### src/rtl/sparc_mem_pkg.sv
// Shared types for the SPARC MPU RAM loader.
// Holds the loader state encoding and the RAM access/rw encodings.
package sparc_mem_pkg;

  typedef enum logic [2:0] {
    S_IDLE,
    S_ACCEPT,
    S_WRITE,
    S_PAD,
    S_RELEASE,
    S_DONE,
    S_ERROR
  } ldr_state_t;

  localparam logic [1:0] BYTE = 2'b00;
  localparam logic [1:0] HALF = 2'b01;
  localparam logic [1:0] WORD = 2'b10;

  localparam logic RW_WRITE = 1'b0;
  localparam logic RW_READ  = 1'b1;

endpackage

### src/rtl/mem_write_port.sv
// RAM write port: drives ram_mov/ram_rw/ram_addr/ram_data, waits for ram_moc.
// Ports: req/wdata/addr_rst in; ack/timeout out (combinational on the MOC cycle).
module mem_write_port
  import sparc_mem_pkg::*;
#(
  parameter int ADDR_W      = 9,
  parameter int MOC_TIMEOUT = 15
) (
  input  logic              Clk,
  input  logic              Clr,
  input  logic              req,
  input  logic              addr_rst,
  input  logic [7:0]        wdata,
  input  logic              ram_moc,
  output logic [ADDR_W-1:0] ram_addr,
  output logic [7:0]        ram_data,
  output logic              ram_rw,
  output logic              ram_mov,
  output logic              ack,
  output logic              timeout
);

  localparam int TW = $clog2(MOC_TIMEOUT + 1);
  localparam logic [TW-1:0] TLIM = TW'(MOC_TIMEOUT - 1);

  logic [TW-1:0] tmo;

  assign ack     = ram_mov & ram_moc;
  assign timeout = ram_mov & ~ram_moc & (tmo == TLIM);

  always_ff @(posedge Clk) begin
    if (Clr) begin
      ram_mov  <= 1'b0;
      ram_rw   <= RW_READ;
      ram_addr <= '0;
      ram_data <= '0;
      tmo      <= '0;
    end else begin
      if (addr_rst) ram_addr <= '0;
      if (ram_mov) begin
        if (ram_moc) begin
          ram_mov  <= 1'b0;
          ram_rw   <= RW_READ;
          // natural wrap: only reaches 0 after MEM_BYTES writes
          ram_addr <= ram_addr + 1'b1;
        end else if (tmo == TLIM) begin
          ram_mov <= 1'b0;
          ram_rw  <= RW_READ;
        end else begin
          tmo <= tmo + 1'b1;
        end
      end else if (req) begin
        ram_data <= wdata;
        ram_rw   <= RW_WRITE;
        ram_mov  <= 1'b1;
        tmo      <= '0;
      end
    end
  end

endmodule

### src/rtl/sparc_ram_loader.sv
// Streams a program image into MPU RAM, pads it, then releases the MPU.
// Ports: byte stream in (valid/ready/last), RAM strobe/MOC, mpu_clr/done/error.
module sparc_ram_loader
  import sparc_mem_pkg::*;
#(
  parameter int ADDR_W         = 9,
  parameter int MEM_BYTES      = 512,
  parameter int ALIGN          = 4,
  parameter int MOC_TIMEOUT    = 15,
  parameter int RELEASE_CYCLES = 2
) (
  input  logic              Clk,
  input  logic              Clr,
  input  logic              start,
  input  logic              in_valid,
  input  logic [7:0]        in_data,
  input  logic              in_last,
  output logic              in_ready,
  output logic [ADDR_W-1:0] ram_addr,
  output logic [7:0]        ram_data,
  output logic              ram_rw,
  output logic [1:0]        ram_type,
  output logic              ram_mov,
  input  logic              ram_moc,
  output logic              mpu_clr,
  output logic              done,
  output logic              error,
  output logic [ADDR_W:0]   byte_count
);

  localparam int RW = (RELEASE_CYCLES > 1) ?
                      $clog2(RELEASE_CYCLES) : 1;
  localparam logic [RW-1:0] RLIM =
    (RELEASE_CYCLES > 0) ? RW'(RELEASE_CYCLES - 1) : '0;
  localparam logic [ADDR_W:0] AMASK = (ADDR_W+1)'(ALIGN - 1);
  localparam logic [ADDR_W:0] FULL  = (ADDR_W+1)'(MEM_BYTES);

  ldr_state_t      state;
  logic            last_q;
  logic [RW-1:0]   rel_cnt;
  logic            req;
  logic            addr_rst;
  logic [7:0]      wdata;
  logic            ack;
  logic            timeout;
  logic [ADDR_W:0] cnt_inc;
  logic            aligned;
  logic            full;

  assign ram_type = BYTE;
  assign cnt_inc  = byte_count + 1'b1;
  assign aligned  = (cnt_inc & AMASK) == '0;
  assign full     = cnt_inc == FULL;
  assign addr_rst = (state == S_IDLE) & start;
  // PAD issues its next zero write whenever the port is idle
  assign req      = ((state == S_ACCEPT) & in_valid) |
                    ((state == S_PAD) & ~ram_mov);
  assign wdata    = (state == S_PAD) ? 8'h00 : in_data;

  mem_write_port #(
    .ADDR_W      (ADDR_W),
    .MOC_TIMEOUT (MOC_TIMEOUT)
  ) u_port (
    .Clk      (Clk),
    .Clr      (Clr),
    .req      (req),
    .addr_rst (addr_rst),
    .wdata    (wdata),
    .ram_moc  (ram_moc),
    .ram_addr (ram_addr),
    .ram_data (ram_data),
    .ram_rw   (ram_rw),
    .ram_mov  (ram_mov),
    .ack      (ack),
    .timeout  (timeout)
  );

  always_ff @(posedge Clk) begin
    if (Clr) begin
      state      <= S_IDLE;
      in_ready   <= 1'b0;
      mpu_clr    <= 1'b1;
      done       <= 1'b0;
      error      <= 1'b0;
      byte_count <= '0;
      last_q     <= 1'b0;
      rel_cnt    <= '0;
    end else begin
      unique case (state)
        S_IDLE: begin
          if (start) begin
            state      <= S_ACCEPT;
            in_ready   <= 1'b1;
            byte_count <= '0;
          end
        end
        S_ACCEPT: begin
          if (in_valid) begin
            last_q   <= in_last;
            in_ready <= 1'b0;
            state    <= S_WRITE;
          end
        end
        S_WRITE: begin
          if (ack) begin
            byte_count <= cnt_inc;
            if (last_q && !aligned) begin
              state <= S_PAD;
            end else if (last_q) begin
              state   <= S_RELEASE;
              rel_cnt <= '0;
            end else if (full) begin
              state <= S_ERROR;
              error <= 1'b1;
            end else begin
              state    <= S_ACCEPT;
              in_ready <= 1'b1;
            end
          end else if (timeout) begin
            state <= S_ERROR;
            error <= 1'b1;
          end
        end
        S_PAD: begin
          if (ack) begin
            byte_count <= cnt_inc;
            if (aligned) begin
              state   <= S_RELEASE;
              rel_cnt <= '0;
            end
          end else if (timeout) begin
            state <= S_ERROR;
            error <= 1'b1;
          end
        end
        S_RELEASE: begin
          if (rel_cnt >= RLIM) begin
            state   <= S_DONE;
            mpu_clr <= 1'b0;
            done    <= 1'b1;
          end else begin
            rel_cnt <= rel_cnt + 1'b1;
          end
        end
        S_DONE: begin
        end
        S_ERROR: begin
        end
        default: state <= S_IDLE;
      endcase
    end
  end

endmodule
### config.mk
export PLATFORM = sky130hd
export DESIGN_NAME = sparc_ram_loader
export DESIGN_NICKNAME = d
export VERILOG_FILES = /design/src/rtl/sparc_mem_pkg.sv /design/src/rtl/mem_write_port.sv /design/src/rtl/sparc_ram_loader.sv
export SDC_FILE = /design/constraint.sdc
export NUM_CORES = 1
export LEC_CHECK = 0
export ABC_AREA = 1
export ABC_CLOCK_PERIOD_IN_PS = 2850
export CELL_PAD_IN_SITES_DETAIL_PLACEMENT = 1
export CELL_PAD_IN_SITES_GLOBAL_PLACEMENT = 1
export CORE_ASPECT_RATIO = 0.5
export CORE_MARGIN = 2
export CORE_UTILIZATION = 39
export CTS_CLUSTER_DIAMETER = 50
export DETAILED_ROUTE_END_ITERATION = 7
export HOLD_SLACK_MARGIN = 0.02
export PLACE_DENSITY = 0.95
export SLEW_MARGIN = 0
export SYNTH_ARGS = -nofsm -noshare
export SYNTH_HDL_FRONTEND = slang
export SYNTH_SLANG_ARGS = --single-unit
### constraint.sdc
create_clock -name Clk -period 2.85 [get_ports Clk]
set_clock_uncertainty 0.15 [all_clocks]
set_input_delay 0.57 -clock Clk [delete_from_list [all_inputs] [get_ports Clk]]
set_output_delay 0.57 -clock Clk [all_outputs]
set_load 0.02 [all_outputs]
* Word-level counts from Yosys, hierarchy flattened
Cells that the tools add are included.
** Cells by class
- Mux-type cells :: 51
- Equal/unequal tests :: 28
- Bitwise gates (word level) :: 10
- Shift-type cells :: 0
- Reductions and logical operators :: 21
- Divide/modulo/power cells :: 0
- $lt $le $gt $ge :: 1
- Add/sub/neg operators :: 4
- Multiply operators :: 0
** Operators by type and width (count)
- 3-bit 2-to-1 mux :: 10
- 2-bit inequality test, second input constant :: 14
- 9-bit 2-to-1 mux :: 3
- 1-bit 2-to-1 mux :: 26
- 10-bit 2-to-1 mux :: 2
- 10-bit one-hot mux with 2 select lines :: 1
- 3-bit one-hot mux with 6 select lines :: 1
- 4-bit 2-to-1 mux :: 4
- 3-bit inequality test, second input constant :: 5
- 7-bit AND reduction :: 2
- 10-bit by 1-bit adder with 10-bit output, second input constant :: 1
- 10-bit == test, second input constant :: 1
- 10-bit logical NOT :: 1
- 5-bit AND reduction :: 2
- 9-bit by 1-bit adder with 9-bit output, second input constant :: 1
- 3-bit == test, second input constant :: 3
- 8-bit 2-to-1 mux :: 1
- 2-bit AND reduction :: 4
- 1-bit AND :: 6
- 3-bit by 2-bit == test with 1-bit output, second input constant :: 2
- 1-bit one-hot mux with 3 select lines :: 2
- 3-bit AND reduction :: 2
- 2-bit nonzero test :: 3
- 3-bit nonzero test :: 2
- 13 further kinds :: 16
** Storage, ports and cells
- Output and inout bits :: 35
- Bits in read-only memories :: 0
- Bits in writable memories :: 0
- Word-level logic and storage cells :: 128
- Memories kept :: 0
- Bits in latches :: 0
- Bits of input ports :: 14
- Register bits :: 42

* Depth between registers and ports, before layout
- Word-level depth :: 7
- Gate-level depth with buffers :: 13
- Gate-level depth less buffers :: 13

* Hierarchy
From an unflattened synthesis, not the netlist that was laid out.
** Second synthesis, totals
- Cell total of the unflattened synthesis :: 374
- Area total of the unflattened synthesis :: 2343.5 sq um
** By module, submodules not included
- sparc_ram_loader :: instances 1, cells each 218, area each 1287.5 sq um
- mem_write_port :: instances 1, cells each 156, area each 1056.0 sq um

* Worst setup path before layout
Ideal clock, no wire load.
- Path kind :: register to register
- Start point :: reg byte_count[0]
- End point :: reg state[1]
- Period minus slack after synthesis :: 1.934 ns
- Setup time :: 0.067 ns
- Slack :: 0.916 ns
- Data arrival time :: 1.716 ns
- Cell stages (with the launch flop) :: 12
- Required time :: 2.633 ns
- Cell sequence :: dfxtp_1 -> ha_1 -> nand3_1 -> xor2_1 -> nand3b_1 -> nor2_2 -> nand3_2 -> nand3_2 -> nand2_1 -> nand2_1 -> nand2_1 -> a21oi_2
** Between the ends
- Cells in the longest elaborated chain, start to end :: 7
** Ends and longest elaborated chain
- start: declaration :: line sparc_ram_loader.sv:28 : output logic [ADDR_W:0] byte_count
- start signal: assignment :: line sparc_ram_loader.sv:106 : byte_count <= cnt_inc;
- start signal: assignment :: line sparc_ram_loader.sv:126 : byte_count <= cnt_inc;
- 10-bit by 1-bit adder with 10-bit output * :: line sparc_ram_loader.sv:51 : assign cnt_inc = byte_count + 1'b1;
- 10-bit == test or 10-bit logical NOT (tied branches) :: line sparc_ram_loader.sv:53, sparc_ram_loader.sv:52
- 3-bit 2-to-1 mux or 1-bit logical NOT (tied branches) :: line sparc_ram_loader.sv:112, sparc_ram_loader.sv:107
- 3-bit 2-to-1 mux or 1-bit logical AND (tied branches) :: line sparc_ram_loader.sv:109, sparc_ram_loader.sv:107
- 3-bit 2-to-1 mux :: line sparc_ram_loader.sv:107 : if (last_q && !aligned) begin
- 3-bit 2-to-1 mux :: line sparc_ram_loader.sv:105 : if (ack) begin
- 3-bit one-hot mux with 6 select lines :: line sparc_ram_loader.sv:89 : unique case (state)
- end signal: assignment :: line sparc_ram_loader.sv:92 : state <= S_ACCEPT;
- end signal: assignment :: line sparc_ram_loader.sv:108 : state <= S_PAD;
- end signal: assignment :: line sparc_ram_loader.sv:110 : state <= S_RELEASE;
- end: declaration :: line sparc_ram_loader.sv:38 : ldr_state_t state;
Mark *: on every way between the ends. The rest lies on a longest branch, timed or not.
A chain may end at the register's enable or synchronous reset.

* Worst setup path after layout
- Start point :: in ram_moc
- End point :: reg byte_count[2]
** Between the ends
- Cells in the longest elaborated chain, start to end :: 3
** Ends and longest elaborated chain
- start: declaration :: line sparc_ram_loader.sv:24 : input logic ram_moc,
- 1-bit AND :: line mem_write_port.sv:28 : assign ack = ram_mov & ram_moc;
- 2-bit by 1-bit inequality test with 1-bit output (no source line)
- 3-bit AND reduction (no source line)
No other way between the ends.

==> results_dict.tcl <==
set metrics [dict create \
    status "complete, no violations" \
    power_w 0.00222 \
    dr.pass1.iters 4 \
    clock.fmax_ghz 0.426 \
    slew_headroom 0.636 \
    max_cap_violations 0 \
    synth_simple_gate_area_share 0.329 \
    crit_path_max_fanout 14 \
    critPathCaptureType "register" \
    numCtsBuffers 5 \
    synth_cell_types 46 \
    drive_above_1_share 0.125 \
    synthDominantCellAreaShare 0.365 \
    cts_setup_buffers 0 \
    drtIter0Drc 105 \
    synthAdderAreaFrac 0.0217 \
    crit_chain "clkdlybuf4s50_1 > nand2_2 > inv_2 > o21ai_2 > nor2_4 > inv_4 > nor2_8 > nand2_1 > a221oi_2" \
    hold_violations 0 \
    grt_setup_unrepaired "false" \
    ys.flop_type "dfxtp_1" \
    totalWireLength_um 7360 \
    synth_edf_count 0 \
    cts_max_level 2 \
    p_seq_frac 0.329 \
    grt_pass1_vias 2481 \
    finalCritPeriodShare 0.824 \
    cpPeakStageDelay_ps 540 \
    slew_viol_final 0 \
    synth_most_common_cell "nand2_1" \
    synth_top_cell_by_area "dfxtp_1" \
    cellInternalPower_w 0.00141 \
    crit_type "in2reg" \
    root_buffer "clkbuf_16" \
    setup_violations 0 \
    worst_pin_slew_ps 543 \
    synthCells 329 \
    avgSynthCellArea_um2 7.01 \
    fin_crit_ps 2350 \
    synth_mux_area_frac 0 \
    dieArea_um2 6580 \
    tns_ps 0 \
    grt.total_usage 0.233 \
    antenna_found_initial 0 \
    synthArstFlopShare 0 \
    multi_input_comb_area_um2 1210 \
    slowest_stage "clkdlybuf4s50_1" \
    diodes 0 \
    ant_nets 0 \
    io_buffers 46 \
    syn_to_final_growth_pct 30.5 \
    avgRoutedWirePerCell_um 16.4 \
    synth_area_leaders "dfxtp_1, nand2_1, inv_1" \
    ctsHoldBuffers 0 \
    grt_max_degree 20 \
    ys_seq_area_frac 0.365 \
    cts_max_path_buffers 2 \
    synth_compound_gate_area_share 0.161 \
    required_ps 2910 \
    post_cts_resized 0 \
    grt_first_pass_wirelength_um 12200 \
    netlist_area_um2 2310 \
    overflow 0 \
    synth_top_family_by_area "simple AND/OR/NAND/NOR gates" \
    rows 19 \
    regArea_um2 841 \
    ios 49 \
    cts.sinks 42 \
    clkPwrFrac 0.339 \
    drc_errors 0 \
    cts_tree "yes" \
    cp-start-kind "input port" \
    cp_data_arrival_time_ps 2410 \
    nNetsFinal 394 \
    ys_warn_count 0 \
    nFillCells 718 \
    fp.dieW_um 113 \
    die_h_um 58.4 \
    switching_share 0.364 \
    initial_utilization 0.413 \
    clk_pin_slew_ps 70 \
    min_path_type "reg2reg" \
    worstSkewPairLatency_ps 290 \
    p_sw_w 0.000806 \
    synth_common_cells "nand2_1, dfxtp_1, inv_1, nor2_1, a21oi_1" \
    synth_xor_area_frac 0.0114 \
    leakage_nw 1.19 \
    coreArea_um2 5590 \
    vias 2356 \
    gp_congestion 0.851 \
    power_density_nw_per_um2 737 \
    dp_hpwl_um 5200 \
    vias_per_cell 5.24 \
    comb_power_share 0.332 \
    ir_drop_uv 448 \
    synth-seq-cells 42 \
]
-- cell families after synthesis --
| family | count (synthesis) |
|---|---|
| buf+inv | 61 |
| compound gates | 60 |
| xor+xnor | 3 |
| simple gates | 158 |
| flops | 42 |
| fa+ha+maj | 4 |
| other cells | 1 |
-- power groups by stage --
stage	Sequential (W)	Clock, W	Combinational (W)
6_report	0.000730	0.000752	0.000735
5_1_grt	0.000740	0.000785	0.000798
3_5_place_dp	0.000739	0	0.000712
3_3_place_gp	0.000736	0	0.000675
4_1_cts	0.000728	0.000759	0.000732
2_1_floorplan	0.000782	0	0.000459
-- worst paths after layout --
check | start | end | slack, ps | depth (start not counted)
setup / recovery | ram_moc | byte_count[2] | 500 | 9
hold / removal | done | done | 330 | 2
setup reg to reg | byte_count[0] | state[0] | 530 | 12
hold reg to reg | done | done | 330 | 2
-- layout by cell type, fill, tap and decap left out, types with 3 or more instances in the layout --
cell / synthesis / routed
nand2_2: 3 / 3
dfxtp_1: 42 / 42
nand4_1: 3 / 3
a21oi_1: 23 / 23
xor2_1: 3 / 3
nand3_2: 3 / 3
nor3_1: 7 / 7
a211oi_1: 3 / 3
nor2_1: 38 / 38
clkdlybuf4s50_1: 0 / 46
nor2_2: 6 / 6
nand3b_1: 3 / 3
clkbuf_16: 0 / 5
inv_1: 38 / 38
nor2_4: 3 / 3
nand3_1: 19 / 19
o21ai_1: 11 / 11
inv_2: 13 / 13
ha_1: 4 / 4
o21ai_0: 8 / 8
nand2_1: 66 / 66
-- registers in the layout (all words and copies together) (netlist names) --
| register | flops |
|---|---|
| rel_cnt | 1 |
| error | 1 |
| mpu_clr | 1 |
| in_ready | 1 |
| last_q | 1 |
| u_port.ram_addr | 9 |
| byte_count | 10 |
| u_port.ram_rw | 1 |
| state | 3 |
| u_port.ram_data | 8 |
| u_port.tmo | 4 |
| u_port.ram_mov | 1 |
| done | 1 |
-- area by class of cell --
class                      instances  share of cell area
clock buffer                       5              0.0416
sequential                        42               0.279
inverter                          53              0.0669
clock inverter                     3              0.0229
timing repair buffer              47               0.156
multi-input combinational        227               0.403
tap                               73              0.0304
-- stage by stage --
| step | instance area (um2) | hold slack, ps | cells | util | worst slack (ps) |
|---|---|---|---|---|---|
| 2_1_floorplan | 2310 | 322 | 330 | - | 916 |
| 3_3_place_gp | 2820 | 283 | 442 | 0.504 | 419 |
| 3_5_place_dp | 2820 | 302 | 442 | 0.504 | 282 |
| 4_1_cts | 3010 | 325 | 450 | 0.539 | 500 |
| 5_1_grt | 3010 | 363 | 450 | 0.539 | 340 |
| 6_report | 3010 | 325 | 450 | 0.539 | 503 |
-- critical path: cells and delay by family --
| kind | cells | cell delay (ps) |
|---|---|---|
| simple gates | 4 | 580 |
| buf+inv | 3 | 930 |
| compound gates | 2 | 330 |
-- layer usage --
layer	track usage	share of wire	up-vias
li1	-	-	1155
met5	0	0	-
met3	0.0381	0.027	10
met2	0.447	0.52	44
met1	0.274	0.44	1147
met4	0.0732	0.015	0
(Power assumes the default switching activity.)
